## src/rtl/etc_th_block_decoder_if.sv

```systemverilog
// Block-descriptor in / RGBA-beat out bundle for the ETC2 T/H block decoder.
// master = descriptor producer and beat consumer, slave = decoder.
interface etc_th_block_decoder_if #(
  parameter int unsigned PIX_PER_CYCLE = 1
);
  localparam int unsigned RGBA_W = 32 * PIX_PER_CYCLE;

  logic              in_valid;
  logic              in_ready;
  logic [63:0]       in_block;
  logic [23:0]       in_color0;
  logic [23:0]       in_color1;
  logic [23:0]       in_color2;
  logic [23:0]       in_color3;
  logic              in_punch;
  logic              out_valid;
  logic              out_ready;
  logic [3:0]        out_pix_idx;
  logic [RGBA_W-1:0] out_rgba;
  logic              out_last;

  modport master (
    output in_valid, in_block, in_color0, in_color1, in_color2, in_color3,
           in_punch, out_ready,
    input  in_ready, out_valid, out_pix_idx, out_rgba, out_last
  );

  modport slave (
    input  in_valid, in_block, in_color0, in_color1, in_color2, in_color3,
           in_punch, out_ready,
    output in_ready, out_valid, out_pix_idx, out_rgba, out_last
  );
endinterface

```

## src/rtl/etc_th_block_decoder.sv

```systemverilog
// ETC2 T/H-mode block decoder: expands one descriptor into 16 RGBA pixels,
// PIX_PER_CYCLE per beat. Define ETC_TH_PUNCHTHROUGH_EN for punch-through alpha.
module etc_th_block_decoder #(
  parameter int unsigned PIX_PER_CYCLE = 1
) (
  input logic                    sclk,
  input logic                    rsrt,
  etc_th_block_decoder_if.slave  io
);

  localparam int unsigned BEATS     = 16 / PIX_PER_CYCLE;
  localparam int unsigned RGBA_W    = 32 * PIX_PER_CYCLE;
  localparam logic [3:0]  LAST_BEAT = 4'(BEATS - 1);

  typedef enum logic {
    ST_IDLE,
    ST_EMIT
  } state_e;

  state_e                state_q, state_d;
  logic [3:0]            beat_q, beat_d;
  logic [31:0]           blk_q, blk_d;
  logic [3:0][23:0]      col_q, col_d;
  logic                  rdy_en_q, rdy_en_d;
  logic                  out_valid_q, out_valid_d;
  logic                  out_last_q, out_last_d;
  logic [3:0]            pix_idx_q, pix_idx_d;
  logic [RGBA_W-1:0]     rgba_q, rgba_d;
`ifdef ETC_TH_PUNCHTHROUGH_EN
  logic                  punch_q, punch_d;
  logic                  src_punch;
`endif

  logic                  fire;
  logic                  in_ready_c;
  logic                  accept;
  logic                  load;
  logic                  adv;
  logic [31:0]           src_blk;
  logic [3:0][23:0]      src_col;
  logic [3:0]            nxt_beat;
  logic [RGBA_W-1:0]     nxt_rgba;

  // Upper half of the block word (T/H colour fields) is decoded upstream.
  logic unused_in;
`ifdef ETC_TH_PUNCHTHROUGH_EN
  assign unused_in = ^io.in_block[63:32];
`else
  assign unused_in = ^{io.in_block[63:32], io.in_punch};
`endif

  // Handshake terms; in_ready opens in the same cycle the last beat is taken.
  always_comb begin
    fire       = out_valid_q & io.out_ready;
    in_ready_c = rdy_en_q & ((state_q == ST_IDLE) | (fire & out_last_q));
    accept     = io.in_valid & in_ready_c;
  end

  // Next beat's pixels, from the incoming descriptor on accept, else from the captured one.
  always_comb begin
    logic [3:0]  p;
    logic [1:0]  sel;
    logic [31:0] lane;
    p        = '0;
    sel      = '0;
    lane     = '0;
    nxt_rgba = '0;
    src_blk  = accept ? io.in_block[31:0] : blk_q;
    src_col  = accept ? {io.in_color3, io.in_color2, io.in_color1, io.in_color0} : col_q;
`ifdef ETC_TH_PUNCHTHROUGH_EN
    src_punch = accept ? io.in_punch : punch_q;
`endif
    nxt_beat = accept ? 4'd0 : beat_q + 4'd1;
    for (int unsigned k = 0; k < PIX_PER_CYCLE; k++) begin
      p    = 4'((32'(nxt_beat) * PIX_PER_CYCLE) + k);
      sel  = {src_blk[{1'b1, p}], src_blk[{1'b0, p}]};
      lane = {8'hFF, src_col[sel]};
`ifdef ETC_TH_PUNCHTHROUGH_EN
      if (src_punch && (sel == 2'd2)) begin
        lane = 32'h0000_0000;
      end
`endif
      nxt_rgba[32*k +: 32] = lane;
    end
  end

  // Next-state and registered-output logic.
  always_comb begin
    state_d     = state_q;
    beat_d      = beat_q;
    blk_d       = blk_q;
    col_d       = col_q;
    rdy_en_d    = 1'b1;
    out_valid_d = out_valid_q;
    out_last_d  = out_last_q;
    pix_idx_d   = pix_idx_q;
    rgba_d      = rgba_q;
`ifdef ETC_TH_PUNCHTHROUGH_EN
    punch_d     = punch_q;
`endif
    load        = 1'b0;
    adv         = 1'b0;

    case (state_q)
      ST_IDLE: begin
        if (accept) begin
          state_d = ST_EMIT;
          load    = 1'b1;
        end
      end
      ST_EMIT: begin
        if (fire) begin
          if (out_last_q) begin
            if (accept) begin
              load = 1'b1;
            end else begin
              state_d     = ST_IDLE;
              out_valid_d = 1'b0;
              out_last_d  = 1'b0;
            end
          end else begin
            adv = 1'b1;
          end
        end
      end
      default: state_d = ST_IDLE;
    endcase

    if (load) begin
      blk_d   = io.in_block[31:0];
      col_d   = {io.in_color3, io.in_color2, io.in_color1, io.in_color0};
`ifdef ETC_TH_PUNCHTHROUGH_EN
      punch_d = io.in_punch;
`endif
    end

    if (load || adv) begin
      beat_d      = nxt_beat;
      out_valid_d = 1'b1;
      out_last_d  = (nxt_beat == LAST_BEAT);
      pix_idx_d   = 4'(32'(nxt_beat) * PIX_PER_CYCLE);
      rgba_d      = nxt_rgba;
    end
  end

  always_ff @(posedge sclk or negedge rsrt) begin
    if (!rsrt) begin
      state_q     <= ST_IDLE;
      beat_q      <= '0;
      blk_q       <= '0;
      col_q       <= '0;
      rdy_en_q    <= 1'b0;
      out_valid_q <= 1'b0;
      out_last_q  <= 1'b0;
      pix_idx_q   <= '0;
      rgba_q      <= '0;
`ifdef ETC_TH_PUNCHTHROUGH_EN
      punch_q     <= 1'b0;
`endif
    end else begin
      state_q     <= state_d;
      beat_q      <= beat_d;
      blk_q       <= blk_d;
      col_q       <= col_d;
      rdy_en_q    <= rdy_en_d;
      out_valid_q <= out_valid_d;
      out_last_q  <= out_last_d;
      pix_idx_q   <= pix_idx_d;
      rgba_q      <= rgba_d;
`ifdef ETC_TH_PUNCHTHROUGH_EN
      punch_q     <= punch_d;
`endif
    end
  end

  assign io.in_ready    = in_ready_c;
  assign io.out_valid   = out_valid_q;
  assign io.out_last    = out_last_q;
  assign io.out_pix_idx = pix_idx_q;
  assign io.out_rgba    = rgba_q;

endmodule

```

## src/flat_wrapper.sv

```systemverilog
// flat-port wrapper written by rule: the top's interface ports become plain ports
module etc_th_block_decoder_flat 
#(
  parameter int unsigned PIX_PER_CYCLE = 1
)
  (sclk, rsrt, io_in_valid, io_in_block, io_in_color0, io_in_color1, io_in_color2, io_in_color3, io_in_punch, io_out_ready, io_in_ready, io_out_valid, io_out_pix_idx, io_out_rgba, io_out_last);
  etc_th_block_decoder_if #(.PIX_PER_CYCLE(PIX_PER_CYCLE)) io_i ();
  input logic sclk;
  input logic rsrt;
  input wire logic [$bits(io_i.in_valid)-1:0] io_in_valid;
  input wire logic [$bits(io_i.in_block)-1:0] io_in_block;
  input wire logic [$bits(io_i.in_color0)-1:0] io_in_color0;
  input wire logic [$bits(io_i.in_color1)-1:0] io_in_color1;
  input wire logic [$bits(io_i.in_color2)-1:0] io_in_color2;
  input wire logic [$bits(io_i.in_color3)-1:0] io_in_color3;
  input wire logic [$bits(io_i.in_punch)-1:0] io_in_punch;
  input wire logic [$bits(io_i.out_ready)-1:0] io_out_ready;
  output wire logic [$bits(io_i.in_ready)-1:0] io_in_ready;
  output wire logic [$bits(io_i.out_valid)-1:0] io_out_valid;
  output wire logic [$bits(io_i.out_pix_idx)-1:0] io_out_pix_idx;
  output wire logic [$bits(io_i.out_rgba)-1:0] io_out_rgba;
  output wire logic [$bits(io_i.out_last)-1:0] io_out_last;
  assign io_i.in_valid = io_in_valid;
  assign io_i.in_block = io_in_block;
  assign io_i.in_color0 = io_in_color0;
  assign io_i.in_color1 = io_in_color1;
  assign io_i.in_color2 = io_in_color2;
  assign io_i.in_color3 = io_in_color3;
  assign io_i.in_punch = io_in_punch;
  assign io_i.out_ready = io_out_ready;
  assign io_in_ready = io_i.in_ready;
  assign io_out_valid = io_i.out_valid;
  assign io_out_pix_idx = io_i.out_pix_idx;
  assign io_out_rgba = io_i.out_rgba;
  assign io_out_last = io_i.out_last;
  etc_th_block_decoder #(.PIX_PER_CYCLE(PIX_PER_CYCLE)) u_core (.sclk(sclk), .rsrt(rsrt), .io(io_i));
endmodule
```

## config.mk

```make
export PLATFORM = sky130hd
export DESIGN_NAME = etc_th_block_decoder_flat
export DESIGN_NICKNAME = d
export VERILOG_FILES = /design/src/rtl/etc_th_block_decoder_if.sv /design/src/rtl/etc_th_block_decoder.sv /design/src/flat_wrapper.sv
export SDC_FILE = /design/constraint.sdc
export NUM_CORES = 1
export LEC_CHECK = 0
export ABC_AREA = 1
export BUFFER_PORTS_ARGS = -buffer_cell sky130_fd_sc_hd__buf_4
export CORE_MARGIN = 5
export CORE_UTILIZATION = 48
export DETAILED_ROUTE_END_ITERATION = 7
export PLACE_DENSITY = 0.77
export SYNTH_ARGS = -nofsm -noshare
export SYNTH_HDL_FRONTEND = slang
export SYNTH_SLANG_ARGS = --single-unit
```

## constraint.sdc

```tcl
create_clock -name sclk -period 2 [get_ports sclk]
set_input_delay 0.4 -clock sclk [delete_from_list [all_inputs] [get_ports sclk]]
set_output_delay 0.4 -clock sclk [all_outputs]
set_load 0.1 [all_outputs]
```

==> results of run 1 <==
## Yosys cell counts
| cell type | number | area (sq um) |
|---|---|---|
| nand4_1 | 3 | 18.8 |
| nand2_2 | 6 | 37.5 |
| o21ai_1 | 27 | 135 |
| ha_1 | 1 | 12.5 |
| clkbuf_2 | 2 | 10.0 |
| o2111ai_1 | 3 | 26.3 |
| inv_1 | 196 | 736 |
| nand3_1 | 118 | 591 |
| buf_2 | 23 | 115 |
| xor2_1 | 2 | 17.5 |
| o21a_1 | 8 | 60.1 |
| nand4_4 | 1 | 21.3 |
| inv_4 | 1 | 6.26 |
| nor2_2 | 1 | 6.26 |
| dfrtp_1 | 161 | 4030 |
| o21ai_0 | 101 | 505 |
| nand2_4 | 1 | 11.3 |
| or2_1 | 8 | 50.1 |
| buf_6 | 6 | 67.6 |
| buf_1 | 1 | 3.75 |
| conb_1 | 1 | 3.75 |
| nor2_1 | 11 | 41.3 |
| or2_2 | 20 | 125 |
| buf_4 | 17 | 128 |
| inv_2 | 3 | 11.3 |
| nor4_1 | 1 | 6.26 |
| a21oi_1 | 5 | 25.0 |
| nand2_1 | 289 | 1080 |
| clkbuf_1 | 15 | 56.3 |
| nand3_2 | 2 | 20.0 |
## metrics by stage
| stage | power [mW] | cells |
|---|---|---|
| 3_5_place_dp | 18.3 | 1438 |
| 5_1_grt | 25.6 | 1486 |
| 4_1_cts | 22.9 | 1482 |
| 2_1_floorplan | 14.3 | 1034 |
| 6_report | 23.9 | 1486 |
| 3_3_place_gp | 18.0 | 1438 |
## logic make-up (layout without fill, tap and decap cells)
kind of cell / count (synthesis) / count (layout) / synth area share
flops: 161 / 161 / 0.506
other cells: 1 / 1 / 0.000471
xor+xnor: 2 / 2 / 0.00220
buf+inv: 264 / 496 / 0.142
compound gates: 144 / 144 / 0.0945
fa+ha+maj: 1 / 1 / 0.00157
simple gates: 461 / 461 / 0.253
## per-layer routing
layer  GRT usage  vias up  wire (microns)  share of wire
met5           0        -               0              0
met4      0.0783        0             531          0.023
met3      0.0466       34            1570          0.069
met2       0.353      287           10400           0.46
met1       0.332     3432           10300           0.45
li1            -     3601               -              -
## worst max-delay path, stage by stage, from the launching register on
cell       delay [ns]
dfrtp_4          0.49
inv_4            0.07
nand2_2          0.06
nand4_4          0.17
buf_6            0.18
nand2_8          0.07
inv_6            0.09
a21oi_2          0.04
nand2_2          0.09
nand3_4          0.15
nand2_8          0.20
clkbuf_16        0.17
nand2_1          0.05
nand3_1          0.09
nand2_1          0.06
nand2_1          0.07
nand2_1          0.06
## what timing repair did
item,CTS,global route
hold endpoints to repair,48,0
resized for setup,52,49
hold buffers,1,0
pin swaps,11,10
cloned,5,3
buffers inserted,7,3
endpoints found under the setup margin,25,32
## state kept, by name, indices dropped and copies added (netlist names)
name                 flops
u_core.io.out_rgba      25
u_core.io.out_last       1
u_core.beat_q            4
u_core.state_q           1
u_core.rdy_en_q          1
u_core.blk_q            32
u_core.col_q            96
u_core.io.out_valid      1
## how the worst max path moves through the flow
stage | from | end | slack [ns] | cells after the start
floorplan | u_core.beat_q[1] | u_core.io.out_rgba[10] | -0.14 | 16
global placement | io_out_ready | u_core.io.out_rgba[13] | -0.21 | 16
detailed placement | io_out_ready | u_core.io.out_rgba[13] | -0.26 | 16
CTS | u_core.io.out_valid | u_core.io.out_rgba[15] | -0.14 | 14
global route | u_core.io.out_last | u_core.io.out_rgba[17] | -0.34 | 16
finish | u_core.io.out_last | u_core.io.out_rgba[17] | -0.23 | 16
## final cells by class
class / count / area (sq um) / share of cell area
clock buffers: 22 / 464 / 0.0418
clock inverters: 9 / 85.1 / 0.00766
multi-input cells: 609 / 3090 / 0.278
repair buffers: 265 / 2380 / 0.214
well taps: 220 / 275 / 0.0248
inverters: 200 / 768 / 0.0692
flip-flops and latches: 161 / 4050 / 0.365
## power by group through the flow
stage / sequential, mW / clock [mW] / combinational [mW]
floorplan: 7.11 / 0 / 7.17
global placement: 5.32 / 0 / 12.6
detailed placement: 5.37 / 0 / 12.9
CTS: 5.34 / 3.08 / 14.5
global route: 5.49 / 3.23 / 16.9
finish: 5.36 / 3.05 / 15.5
==> impl_metrics.csv, run 1 <==
group,metric,value,unit
setup_path,arrival,2.55,ns
power,p_seq_frac,0.224,
clock_network,clk_latency,0.43,ns
drt,vias_per_cell,4.95,
timing,period_share,1.12,
grt,grt_pass1_vias,7159,
setup_path,rr_startpoint,"u_core.io.out_last",
final_layout,n_antenna_cell,0,
yosys,yosysWarnings,0,
placement,post-dp-hpwl,15500,microns
yosys,synthCells,1034,
final_layout,synthToLayoutAreaGrowth,39.4,%
floorplan,die_h,139,microns
min_path,hp-class,"input port to register",
floorplan,die_w,139,microns
clock_network,cts_sinks,161,
setup_path,critPathLaunchType,"register",
setup_path,r2r-end,"u_core.io.out_rgba[17]",
power,internal_power,12.6,mW
power,comb_power_share,0.648,
power,power_frac_clock,0.127,
timing,rsz0062_at_grt,"yes",
drt,drt_iter0_drc,702,
setup_path,crit_fanout,8,
grt,grt_max_degree,65,
floorplan,fp.dieArea,0.0193,sq mm
min_path,holdPathStages,3,
grt,antenna_found_initial,0,
clock_network,ctsRootBufferMaster,"clkbuf_16",
grt,grt_pass1_wl,36300,microns
yosys,syn_area,0.00796,sq mm
final_layout,fillCellCount,1253,
yosys,synth_seq_area_share,0.506,
drt,num_vias,7354,
timing,final.min_clock_period,2.23,ns
final_layout,finalCoreUtilization,0.677,
placement,port-buffer-count,170,
yosys,syn_avg_cell_area,7.70,sq um
clock_network,cts_buffers,17,
final_layout,fin_area,0.0111,sq mm
clock_network,htree_levels,4,
yosys,syn-num-nets,1200,
min_path,hold-path-endpoint,"u_core.blk_q[2]",
outcome,outcome,"finished, violations left",
drt,wire_per_inst,15.3,microns
placement,place_ws,-0.256,ns
power,p_sw_frac,0.472,
setup_path,cp.required,2.32,ns
placement,dpl_cell_area,0.00993,sq mm
clock_network,clkTransAtPathRegs,0.06,ns
grt,grt_use_total,0.231,
final_layout,layout_commonest_cell,"nand2_1",
power,power_density,2160,mW/mm^2
min_path,worstHoldStart,"io_in_block[2]",
power,power.switching,11.3,mW
drt,drcViolationCount,0,
timing,slew_headroom,0.649,
timing,hold_slack,0.166,ns
yosys,ys_seq_elements,161,
setup_path,ff2ff_path_depth,16,
setup_path,reg2reg_setup_slack,-0.23,ns
timing,fin_skew,0.0106,ns
final_layout,final_cell_mix,"nand2_1 (275), buf_4 (225), inv_1 (192), dfrtp_1 (154), o21ai_0 (100)",
job,maxCapViolCount,0,
timing,setup-tns-final,-4.01,ns
final_layout,final_nets,1420,
floorplan,start_util,0.485,
timing,hold_violations,0,
setup_path,critPathKind,"register to register",
clock_network,cts_tree,"yes",
setup_path,endpoint_kind,"register",
final_layout,drive_gt1_frac,0.306,
placement,globalplace.congestion,0.848,
power,leakagePower,6.03,nW
drt,wl,22700,microns
timing,slew_violations,0,
drt,ant_nets,0,
outcome,violations,"negative setup slack",
timing,clock.fmax,0.448,GHz
power,ir_drop,1.24,mV
grt,overflow,0,
clock_network,clk_path_buf_depth,2,
drt,first_pass_iters,5,
yosys,ys_types,30,
floorplan,io_pins,204,
timing,setup_viol,24,
timing,worst_slack,-0.231,ns
floorplan,core_area,0.0164,sq mm
timing,worst_pin_slew,0.527,ns
floorplan,rows,47,
(Power assumes the default switching activity.)
==> inputs of run 2 (changes only) <==
REMOVE_ABC_BUFFERS = 1   (was default)
==> run 2 against run 1 <==
  * The flow still finishes with violations (negative setup slack)
  * Global-route usage fell by 1.5 points
  * Worst hold slack improved by 0.0040 ns
  * Utilization increased by 0.21 points
  * Die area unchanged
  * Critical path type unchanged
==> impl_metrics.csv, run 2 (same netlist as run 1, synthesis figures left out) <==
group,metric,value,unit
setup_path,critPathLaunchType,"register",
timing,setup-tns-final,-4.31,ns
timing,rsz0062_at_grt,"yes",
grt,grt_pass1_wl,34300,microns
final_layout,layout_commonest_cell,"nand2_1",
placement,place_ws,-0.297,ns
drt,ant_nets,0,
placement,post-dp-hpwl,14400,microns
clock_network,cts_buffers,17,
setup_path,cp.required,2.32,ns
grt,grt_pass1_vias,7127,
drt,num_vias,7447,
final_layout,final_cells,1487,
drt,vias_per_cell,5.01,
clock_network,clk_path_buf_depth,2,
final_layout,synthToLayoutAreaGrowth,39.9,%
timing,worst_slack,-0.218,ns
final_layout,regMostFlops,"u_core.col_q",
final_layout,seqCellArea,0.00403,sq mm
floorplan,die_h,139,microns
grt,grt_use_total,0.216,
timing,final.min_clock_period,2.22,ns
clock_network,clk_latency,0.43,ns
drt,drt_iter0_drc,518,
drt,wire_per_inst,15.5,microns
setup_path,critPathKind,"register to register",
final_layout,multi_input_area,0.00310,sq mm
final_layout,drive_gt1_frac,0.313,
clock_network,clkTransAtPathRegs,0.07,ns
final_layout,final_cell_mix,"nand2_1 (266), buf_4 (230), inv_1 (193), dfrtp_1 (161), o21ai_0 (97)",
timing,clock.fmax,0.451,GHz
clock_network,cts_sinks,161,
grt,antenna_found_initial,0,
final_layout,largest_reg_flops,96,
grt,grt_max_degree,51,
clock_network,ctsRootBufferMaster,"clkbuf_16",
placement,globalplace.congestion,0.826,
final_layout,fillCellCount,1280,
final_layout,final_nets,1420,
clock_network,htree_levels,4,
grt,overflow,0,
setup_path,endpoint_kind,"register",
min_path,hp-class,"input port to register",
floorplan,io_pins,204,
clock_network,cts_tree,"yes",
job,maxCapViolCount,0,
timing,fin_skew,0.0125,ns
timing,period_share,1.11,
drt,first_pass_iters,5,
setup_path,crit_fanout,9,
floorplan,fp.dieArea,0.0193,sq mm
timing,setup_viol,24,
setup_path,arrival,2.54,ns
floorplan,die_w,139,microns
final_layout,n_antenna_cell,0,
drt,drcViolationCount,0,
timing,hold_violations,0,
outcome,violations,"negative setup slack",
floorplan,start_util,0.485,
drt,wl,23000,microns
placement,dp_cells,1439,
floorplan,rows,47,
timing,slew_violations,0,
floorplan,core_area,0.0164,sq mm
placement,port-buffer-count,170,
outcome,outcome,"finished, violations left",
## run 2: cell types whose count changed in the layout (fill, tap and decap cells not counted), sizes merged
cell	before	now
buf	262	256
inv	200	204
bufinv	1	2
clkbuf	24	25
clkinv	2	3
## run 2: layout make-up
class / count / area share
flip-flops and latches: 161 / 0.362
multi-input cells: 609 / 0.278
clock buffers: 17 / 0.0382
inverters: 200 / 0.0683
clock inverters: 15 / 0.0143
well taps: 220 / 0.0247
repair buffers: 265 / 0.214
## run 2: per-layer routing
| metal | up-vias | global-route usage | wire length [microns] |
|---|---|---|---|
| li1 | 3608 | - | - |
| met1 | 3457 | 0.293 | 9600 |
| met2 | 323 | 0.346 | 10800 |
| met3 | 59 | 0.0521 | 1790 |
| met4 | 0 | 0.0654 | 803 |
| met5 | - | 0 | 0 |
## run 2: repair_timing
item	in CTS	in global routing
pin swaps	3	12
hold buffers	1	0
cloned	0	9
buffers inserted	2	4
endpoints found under the hold margin	45	0
endpoints found under the setup margin	24	25
resized for setup	13	88
## run 2: worst max-delay path, cell delays in order, from the launching register on
cell and delay [ns]:
dfrtp_1 0.42, nand2_2 0.11, nand4_4 0.13, buf_12 0.18, buf_8 0.14, nand3_1 0.11
a21oi_2 0.08, nand2_1 0.11, nand3_4 0.18, nand2_8 0.17, clkbuf_16 0.18, nand2_1 0.06
nand3_1 0.09, nand2_1 0.05, nand2_1 0.05, nand2_1 0.05
## run 2: path summary, 6_finish.rpt
path	slack, ns	cells past startpoint	end	from
setup / recovery	-0.22	15	u_core.io.out_rgba[14]	u_core.state_q
hold / removal	0.17	3	u_core.blk_q[2]	io_in_block[2]
setup reg to reg	-0.22	15	u_core.io.out_rgba[14]	u_core.state_q
hold reg to reg	0.48	2	u_core.io.out_rgba[21]	u_core.io.out_rgba[21]
max in group asynchronous	0.80	3	u_core.col_q[67]	rsrt
min in group asynchronous	0.49	2	u_core.col_q[49]	rsrt
## run 2: stage by stage
step | utilization | instance area, sq um | hold WS, ns
floorplan | - | 7580 | 0.104
global placement | 0.603 | 9890 | 0.378
detailed placement | 0.603 | 9890 | 0.375
CTS | 0.644 | 10600 | 0.159
global route | 0.679 | 11100 | 0.170
finish | 0.679 | 11100 | 0.170
Power of run 2 is not shown: default switching activity piles up to over one toggle a cycle in this logic, so the estimate is an artifact.
